**src/rtl/jellyvl_divider_multicycle.sv**
```systemverilog
// jellyvl_divider_multicycle: multi-cycle restoring divider that resolves STEP_BITS
// quotient bits per enabled clock. Signed operands are divided as magnitudes and
// sign-corrected in one extra cycle.
// Optional macro JELLYVL_DIVIDER_DIVZERO_EN: a zero divisor skips the iteration and
// raises m_div0; without it m_div0 is tied low and the full latency is used.
module jellyvl_divider_multicycle #(
  parameter int DIVIDEND_WIDTH  = 32,
  parameter int DIVISOR_WIDTH   = 32,
  parameter int QUOTIENT_WIDTH  = DIVIDEND_WIDTH,
  parameter int REMAINDER_WIDTH = DIVISOR_WIDTH,
  parameter int STEP_BITS       = 1
) (
  input  logic                       clk,
  input  logic                       rst,
  input  logic                       cke,
  input  logic [DIVIDEND_WIDTH-1:0]  s_dividend,
  input  logic [DIVISOR_WIDTH-1:0]   s_divisor,
  input  logic                       s_signed,
  input  logic                       s_valid,
  output logic                       s_ready,
  output logic [QUOTIENT_WIDTH-1:0]  m_quotient,
  output logic [REMAINDER_WIDTH-1:0] m_remainder,
  output logic                       m_div0,
  output logic                       m_valid,
  input  logic                       m_ready
);

  localparam int N  = QUOTIENT_WIDTH / STEP_BITS;
  localparam int CW = (N > 1) ? $clog2(N) : 1;

`ifdef JELLYVL_DIVIDER_DIVZERO_EN
  localparam bit DIVZERO_EN = 1'b1;
`else
  localparam bit DIVZERO_EN = 1'b0;
`endif

  typedef enum logic [1:0] {IDLE, BUSY, FIX, DONE} state_t;

  state_t                      state;
  state_t                      state_next;
  logic [CW-1:0]               count;
  logic [QUOTIENT_WIDTH-1:0]   quo;           // dividend shifts out, quotient shifts in
  logic [DIVISOR_WIDTH-1:0]    rem;           // partial remainder magnitude
  logic [DIVISOR_WIDTH-1:0]    divisor_mag;
  logic [DIVIDEND_WIDTH-1:0]   dividend_raw;  // kept for the divide-by-zero remainder
  logic                        neg_quo;
  logic                        neg_rem;
  logic                        is_signed;
  logic                        div0;

  // operand decode at the input port
  logic                        dvd_neg;
  logic                        dvs_neg;
  logic [DIVIDEND_WIDTH-1:0]   dvd_mag;
  logic [DIVISOR_WIDTH-1:0]    dvs_mag;
  logic                        divisor_zero;

  assign dvd_neg      = s_signed & s_dividend[DIVIDEND_WIDTH-1];
  assign dvs_neg      = s_signed & s_divisor[DIVISOR_WIDTH-1];
  assign dvd_mag      = dvd_neg ? -s_dividend : s_dividend;
  assign dvs_mag      = dvs_neg ? -s_divisor : s_divisor;
  assign divisor_zero = (s_divisor == '0);

  // chain of STEP_BITS restoring subtract-shift stages evaluated in one cycle
  logic [DIVISOR_WIDTH-1:0]  rem_stage [0:STEP_BITS];
  logic [QUOTIENT_WIDTH-1:0] quo_stage [0:STEP_BITS];

  assign rem_stage[0] = rem;
  assign quo_stage[0] = quo;

  generate
    for (genvar gi = 0; gi < STEP_BITS; gi++) begin : g_step
      logic [DIVISOR_WIDTH:0] rem_sh;
      logic                   ge;
      assign rem_sh = {rem_stage[gi], quo_stage[gi][QUOTIENT_WIDTH-1]};
      assign ge     = (rem_sh >= {1'b0, divisor_mag});
      // when ge holds the true difference is below the divisor, so the low bits suffice
      assign rem_stage[gi+1] = ge ? (rem_sh[DIVISOR_WIDTH-1:0] - divisor_mag)
                                  : rem_sh[DIVISOR_WIDTH-1:0];
      assign quo_stage[gi+1] = {quo_stage[gi][QUOTIENT_WIDTH-2:0], ge};
    end
  endgenerate

  // sign correction of the magnitude results
  logic [QUOTIENT_WIDTH-1:0]  quo_fix;
  logic [DIVISOR_WIDTH:0]     rem_signed;
  logic [REMAINDER_WIDTH-1:0] rem_fix;
  logic [REMAINDER_WIDTH-1:0] rem_div0;

  assign quo_fix    = neg_quo ? -quo : quo;
  assign rem_signed = neg_rem ? -{1'b0, rem} : {1'b0, rem};
  assign rem_fix    = REMAINDER_WIDTH'($signed(rem_signed));
  assign rem_div0   = is_signed ? REMAINDER_WIDTH'($signed(dividend_raw))
                                : REMAINDER_WIDTH'(dividend_raw);

  // state register, frozen while cke is low
  always_ff @(posedge clk or negedge rst) begin
    if (!rst) begin
      state <= IDLE;
    end else if (cke) begin
      state <= state_next;
    end
  end

  // next-state decode
  always_comb begin
    state_next = state;
    case (state)
      IDLE: if (s_valid) state_next = (DIVZERO_EN && divisor_zero) ? FIX : BUSY;
      BUSY: if (count == '0) state_next = FIX;
      FIX:  state_next = DONE;
      DONE: if (m_ready) state_next = IDLE;
      default: state_next = IDLE;
    endcase
  end

  assign s_ready = (state == IDLE);
  assign m_valid = (state == DONE);

  // datapath: capture operands, iterate, then register the corrected result
  always_ff @(posedge clk or negedge rst) begin
    if (!rst) begin
      count        <= '0;
      quo          <= '0;
      rem          <= '0;
      divisor_mag  <= '0;
      dividend_raw <= '0;
      neg_quo      <= 1'b0;
      neg_rem      <= 1'b0;
      is_signed    <= 1'b0;
      div0         <= 1'b0;
      m_quotient   <= '0;
      m_remainder  <= '0;
    end else if (cke) begin
      case (state)
        IDLE: begin
          if (s_valid) begin
            count        <= CW'(N - 1);
            quo          <= QUOTIENT_WIDTH'(dvd_mag);
            rem          <= '0;
            divisor_mag  <= dvs_mag;
            dividend_raw <= s_dividend;
            neg_quo      <= dvd_neg ^ dvs_neg;
            neg_rem      <= dvd_neg;
            is_signed    <= s_signed;
            div0         <= divisor_zero;
          end
        end
        BUSY: begin
          quo   <= quo_stage[STEP_BITS];
          rem   <= rem_stage[STEP_BITS];
          count <= count - 1'b1;
        end
        FIX: begin
          m_quotient  <= div0 ? '1 : quo_fix;
          m_remainder <= div0 ? rem_div0 : rem_fix;
        end
        default: ;
      endcase
    end
  end

`ifdef JELLYVL_DIVIDER_DIVZERO_EN
  logic div0_out;

  // divide-by-zero flag published with the result
  always_ff @(posedge clk or negedge rst) begin
    if (!rst) begin
      div0_out <= 1'b0;
    end else if (cke && state == FIX) begin
      div0_out <= div0;
    end
  end

  assign m_div0 = div0_out;
`else
  assign m_div0 = 1'b0;
`endif

endmodule

```
**config.mk**
```make
export PLATFORM = sky130hd
export DESIGN_NAME = jellyvl_divider_multicycle
export DESIGN_NICKNAME = d
export VERILOG_FILES = /design/src/rtl/jellyvl_divider_multicycle.sv
export SDC_FILE = /design/constraint.sdc
export NUM_CORES = 1
export LEC_CHECK = 0
export BUFFER_PORTS_ARGS = -buffer_cell sky130_fd_sc_hd__buf_2
export CAP_MARGIN = 30
export CORE_ASPECT_RATIO = 0.9
export CORE_MARGIN = 4
export CORE_UTILIZATION = 60
export CTS_CLUSTER_DIAMETER = 200
export DETAILED_ROUTE_END_ITERATION = 10
export PLACE_DENSITY = 0.85
export SETUP_SLACK_MARGIN = 0.2
export SLEW_MARGIN = 20
export SYNTH_ARGS = -nofsm -noshare
export SYNTH_HDL_FRONTEND = slang
export SYNTH_SLANG_ARGS = --single-unit
```
**constraint.sdc**
```tcl
create_clock -name clk -period 7.9 [get_ports clk]
set_input_delay 0.79 -clock clk [delete_from_list [all_inputs] [get_ports clk]]
set_output_delay 0.79 -clock clk [all_outputs]
set_load 0.01 [all_outputs]
```
# Word level (Yosys, flattened, before mapping)
# Index checks and enable logic that the tools add are counted.
totals:
  ff_bits: 202
  latchBits: 0
  ramBits: 0
  romBits: 0
  inputBits: 70
  elab_cells: 52
  mem_count: 0
classes:
  n_addsub: 6
  multipliers: 0
  n_div: 0
  n_lt_le_gt_ge: 1
  n_eq_ne: 6
  shift: 0
  muxes: 17
  bitwise: 3
  n_reduce_logical: 8
op_table:
  columns: ["op", "n"]
  rows:
  - ["2-to-1 mux 32 bit", 9]
  - ["negation 32 bit", 4]
  - ["one-hot mux 32 bit (2 select lines)", 2]
  - ["greater-or-equal comparator 33 x 32 -> 1 bit", 1]
  - ["logical NOT 32 bit", 1]
  - ["subtractor 32 bit", 1]
  - ["one-hot mux 5 bit (2 select lines)", 1]
  - ["one-hot mux 2 bit (4 select lines)", 1]
  - ["2-to-1 mux 2 bit", 3]
  - ["AND reduction 3 bit", 2]
  - ["logical NOT 5 bit", 1]
  - ["2-to-1 mux 5 bit", 1]
  - ["subtractor 5 x 1 -> 5 bit, second input constant", 1]
  - ["equality test 2 bit, second input constant", 2]
  - ["!= test 2 bit, second input constant", 2]
  - ["AND reduction 4 bit", 1]
  - ["AND 1 bit", 2]
  - ["equality test 2 x 1 -> 1 bit, second input constant", 1]
  - ["logical NOT 2 bit", 1]
  - ["!= test 2 x 1 -> 1 bit, second input constant", 1]
  - ["AND reduction 2 bit", 1]
  - ["nonzero test 2 bit", 1]
  - ["XOR 1 bit", 1]

# Depth between registers and ports, before layout
logic_depth:
  word_depth: 4
  ltp_mapped: 14

# Worst setup path after synthesis
# OpenSTA, ideal clock, no wires.
synth_timing:
  path_type: "input to register"
  start: "input port s_dividend[4]"
  end: "register quo[29]"
  arrival_ns: 2.960
  required_ns: 7.769
  setup_slack_ns: 4.809
  path_stages: 8
  n_path_buf: 0
  cell_sequence: "or3_1 and4bb_2 or4b_2 nor2_1 nand2_1 o41ai_1 xor2_1 o21ai_0"
synth_between:
  elab_chain_cells: 4
synth_lines:
  columns: ["item", "line_no", "source"]
  rows:
  - ["from (decl)", "16", "input logic [DIVIDEND_WIDTH-1:0] s_dividend,"]
  - ["negation 32 bit", "60", "assign dvd_mag = dvd_neg ? -s_dividend : s_dividend;"]
  - ["2-to-1 mux 32 bit", "60", null]
  - ["2-to-1 mux 32 bit", "137", "if (s_valid) begin"]
  - ["one-hot mux 32 bit (2 select lines)", "135", "case (state)"]
  - ["to (signal assigned)", "139", "quo <= QUOTIENT_WIDTH'(dvd_mag);"]
  - ["to (signal assigned)", "150", "quo <= quo_stage[STEP_BITS];"]
  - ["to (decl)", "42", "logic [QUOTIENT_WIDTH-1:0] quo;"]
# Every way passes these cells. The select of a mux whose other input is x is not followed.
# A chain may end at the register's enable or synchronous reset.

# Final worst setup path
layout_timing:
  start: "register rem[25]"
  end: "register rem[17]"
layout_between:
  elab_chain_cells: 3
layout_lines:
  columns: ["item", "line_no", "source"]
  rows:
  - ["from (decl)", "43", "logic [DIVISOR_WIDTH-1:0] rem;"]
  - ["from (signal assigned)", "151", "rem <= rem_stage[STEP_BITS];"]
  - ["greater-or-equal comparator 33 x 32 -> 1 bit", "76", "assign ge = (rem_sh >= {1'b0, divisor_mag});"]
  - ["2-to-1 mux 32 bit", "78", "assign rem_stage[gi+1] = ge ? (rem_sh[DIVISOR_WIDTH-1:0] - divisor_mag)"]
  - ["one-hot mux 32 bit (2 select lines)", "135", null]
# Every way passes these cells.

==> results.yml <==
place:
  place_area_sq_mm: 0.0137
  detailed_place_hpwl_um: 25700
  dp_slack_ps: 4240
  gp_congestion: 0.986
  portBuffers: 135
setup_path:
  crit_path_max_fanout: 12
  cp.arrival_ps: 4110
  worstSetupPathType: "flip-flop to flip-flop"
  crit_path_cell_trace: "ha_1 > a21o_1 > a21o_1 > a21oi_1 > o21ai_0 > a2111oi_2 > nand2_1 > buf_8 > mux2i_1 > o21ai_0"
  slowest_stage: "a2111oi_2"
  startpoint_type: "flip-flop"
  critPathMaxStageDelay_ps: 880
  critPathCaptureType: "flip-flop"
  cp.required_ps: 8270
sta:
  fin_ws_ps: 4160
  finalSetupViolCount: 0
  max_freq_ghz: 0.267
  period_minus_slack_ps: 3740
  rsz0062_at_grt: "no"
  skew_ps: 15.0
  worst_pin_slew_ps: 926
  period_share: 0.473
  finalHoldViolCount: 0
  tns_ps: 0
  slew-limit-headroom: 0.381
  report.final.slew_viol_count: 0
finish:
  nets: 1766
  drive_gt1_frac: 0.125
  area.sequential_sq_mm: 0.00506
  multi_input_area_sq_mm: 0.00722
  fill_cells: 1718
  area_growth_pct: 13.0
  final_area_sq_mm: 0.0145
clocking:
  ctsHoldBuffers: 0
  clk_path_buf_depth: 3
  cts_buffers: 23
  root_buffer: "clkbuf_16"
  cts.sinks: 202
  htreeDepth: 1
  clk_latency_ps: 530
  ctsResizeCount: 0
  cts_tree: "done"
  clk_pin_slew_worst_paths_ps: 60
  postCtsSetupBuffers: 0
pwr:
  swShare: 0.460
  clockPowerShare: 0.160
  internal-power_mw: 3.64
  p_sw_mw: 3.10
  powerDensity_mw_per_mm2: 464
  p_leak_nw: 6.66
  pwr-share-comb: 0.545
  finalPower_mw: 6.74
  seqPwrFrac: 0.295
  peakVddDrop_mv: 0.212
synthesis:
  syn_nets: 1687
  yosys_warnings: 0
  ys_seq_area_frac: 0.394
  synth-edff-count: 0
  synth_cells: 1574
  yosys.area.top_type: "dfrtp_1"
  ys_types: 65
  synth_area_sq_mm: 0.0128
  synth-seq-cells: 202
  synthFlopType: "dfrtp_1"
  synth.area.top_cells: "dfrtp_1, nand2_1, o21ai_0"
  synth_top_area_frac: 0.394
  async_flop_share: 1.00
  syn_area_per_cell_sq_um: 8.16
floorplanning:
  ios: 137
  fp.dieArea_sq_mm: 0.0238
  dieHeight_um: 147
  core_sq_mm: 0.0209
  initial_core_util: 0.614
  rows: 50
  die_x_um: 162
detailed_routing:
  met3_wirelength_um: 3290
  top_layer: "met4"
  wl_met2_um: 15900
  routedLengthMet1_um: 14700
  drc_errors: 0
  via_per_inst: 6.03
  vias: 11800
  routed_wl_um: 34700
  drtIter0Drc: 1174
  wl_per_cell_um: 17.8
  detail_route.first_pass.iterations: 6
  final_antenna_net_count: 0
grt:
  antenna_found_initial: 0
  grt.total_usage: 0.284
  grt_max_degree: 121
  grt.overflow.total: 0
  grt_pass1_wl_um: 55800
  grt_pass1_vias: 10900
job:
  cap_violations: 0
hold_path:
  min-delay-path-class: "primary input to asynchronous set/reset pin"
outcome:
  status: "finished, final reports clean"
[flip-flops by register name, indices dropped and copies added (netlist names)]
name / count
dividend_raw: 32
neg_rem: 1
divisor_mag: 32
m_remainder: 32
m_quotient: 32
neg_quo: 1
state: 2
rem: 32
quo: 32
div0: 1
count: 5
[synthesized netlist by cell type (6+ instances only)]
master    number
nand2_1      278
dfrtp_1      202
o21ai_0      173
a21oi_1      144
nor2_1       125
xor2_1        87
clkbuf_1      84
inv_1         60
xnor2_1       58
ha_1          42
nand3_1       39
mux2i_1       29
o31ai_1       26
a31oi_1       18
o41ai_1       17
a21o_1        15
nor4_1        14
or3_1         14
nor3_1        11
nand4_1       10
or2_2          9
or4_1          9
o21a_1         8
and2_1         7
buf_1          7
o21bai_1       7
and3_1         6
[power groups by stage]
stage	Sequential [mW]	Clock, mW	Combinational (mW)
2_1_floorplan	1.90	0	2.66
3_3_place_gp	1.95	0	3.47
3_5_place_dp	1.99	0	3.59
4_1_cts	1.97	1.09	3.63
5_1_grt	2.05	1.13	4.09
6_report	1.99	1.08	3.67
[worst paths after layout]
kind	startpoint	endpoint	slack (ps)	cells after the start
max	rem[25]$_DFFE_PN0P_	rem[17]$_DFFE_PN0P_	4160	10
min	rst	dividend_raw[4]$_DFFE_PN0P_	140	1
max reg2reg	rem[25]$_DFFE_PN0P_	rem[17]$_DFFE_PN0P_	4160	10
min reg2reg	m_remainder[5]$_DFFE_PN0P_	m_remainder[5]$_DFFE_PN0P_	470	2
max in group asynchronous	rst	quo[0]$_DFFE_PN0P_	6260	4
min in group clk	m_remainder[5]$_DFFE_PN0P_	m_remainder[5]$_DFFE_PN0P_	470	2
[cell usage in the layout, fill, tap and decap left out, types with 4 or more instances in the layout]
cell type	n
o31ai_1	26
ha_1	42
buf_16	4
a21o_1	15
nand2_1	277
mux2i_1	29
nand2b_1	4
o22ai_1	5
buf_2	134
and3_1	6
and4_1	5
inv_1	60
clkbuf_8	6
xnor2_1	58
and2_1	7
nor4_1	14
o41ai_1	17
nand3_1	38
or4_1	9
or2_2	9
o21bai_1	7
a21oi_1	144
clkbuf_1	7
nor2_1	123
or3_1	14
o21a_1	8
xor2_1	87
o21ai_0	173
buf_4	8
a31oi_1	18
nor3_1	11
nand4_1	10
dfrtp_1	201
clkbuf_16	23
[area by class of cell]
class | instances | area share
multi-input combinational | 1217 | 0.497
clock inverter | 5 | 0.00621
sequential | 202 | 0.348
clock buffer | 35 | 0.0462
tap | 286 | 0.0247
antenna | 2 | 0.000345
timing repair buffer | 149 | 0.0613
inverter | 60 | 0.0155
[cell families after synthesis]
| kind of cell | synth area share |
|---|---|
| other cells | 0.000292 |
| compound gates | 0.206 |
| mux | 0.0235 |
| simple gates | 0.189 |
| xor+xnor | 0.0989 |
| buf+inv | 0.0464 |
| flops | 0.394 |
| fa+ha+maj | 0.0425 |
[through the flow]
step | hold slack (ps) | std cells | utilization
floorplan | 445 | 1574 | -
global placement | 444 | 1908 | 0.651
detailed placement | 462 | 1913 | 0.657
CTS | 460 | 1953 | 0.693
global route | 146 | 1954 | 0.694
finish | 137 | 1956 | 0.695
[metal layers]
metal / vias to the layer above / global-route usage
met4: 0 / 0.0803
met2: 529 / 0.453
li1: 5641 / -
met3: 58 / 0.0485
met5: - / 0
met1: 5570 / 0.404
[critical path, delay by kind of cell (launching register included)]
| kind | cells | cell delay [ps] |
|---|---|---|
| adder cells (fa/ha/maj) | 1 | 400 |
| multiplexers | 1 | 160 |
| flip-flops | 1 | 460 |
| AND/OR/NAND/NOR | 1 | 600 |
| buffers and inverters | 1 | 340 |
| AO/OA/AOI/OAI | 6 | 1610 |
No activity file was read; power rests on OpenSTA's default activity.
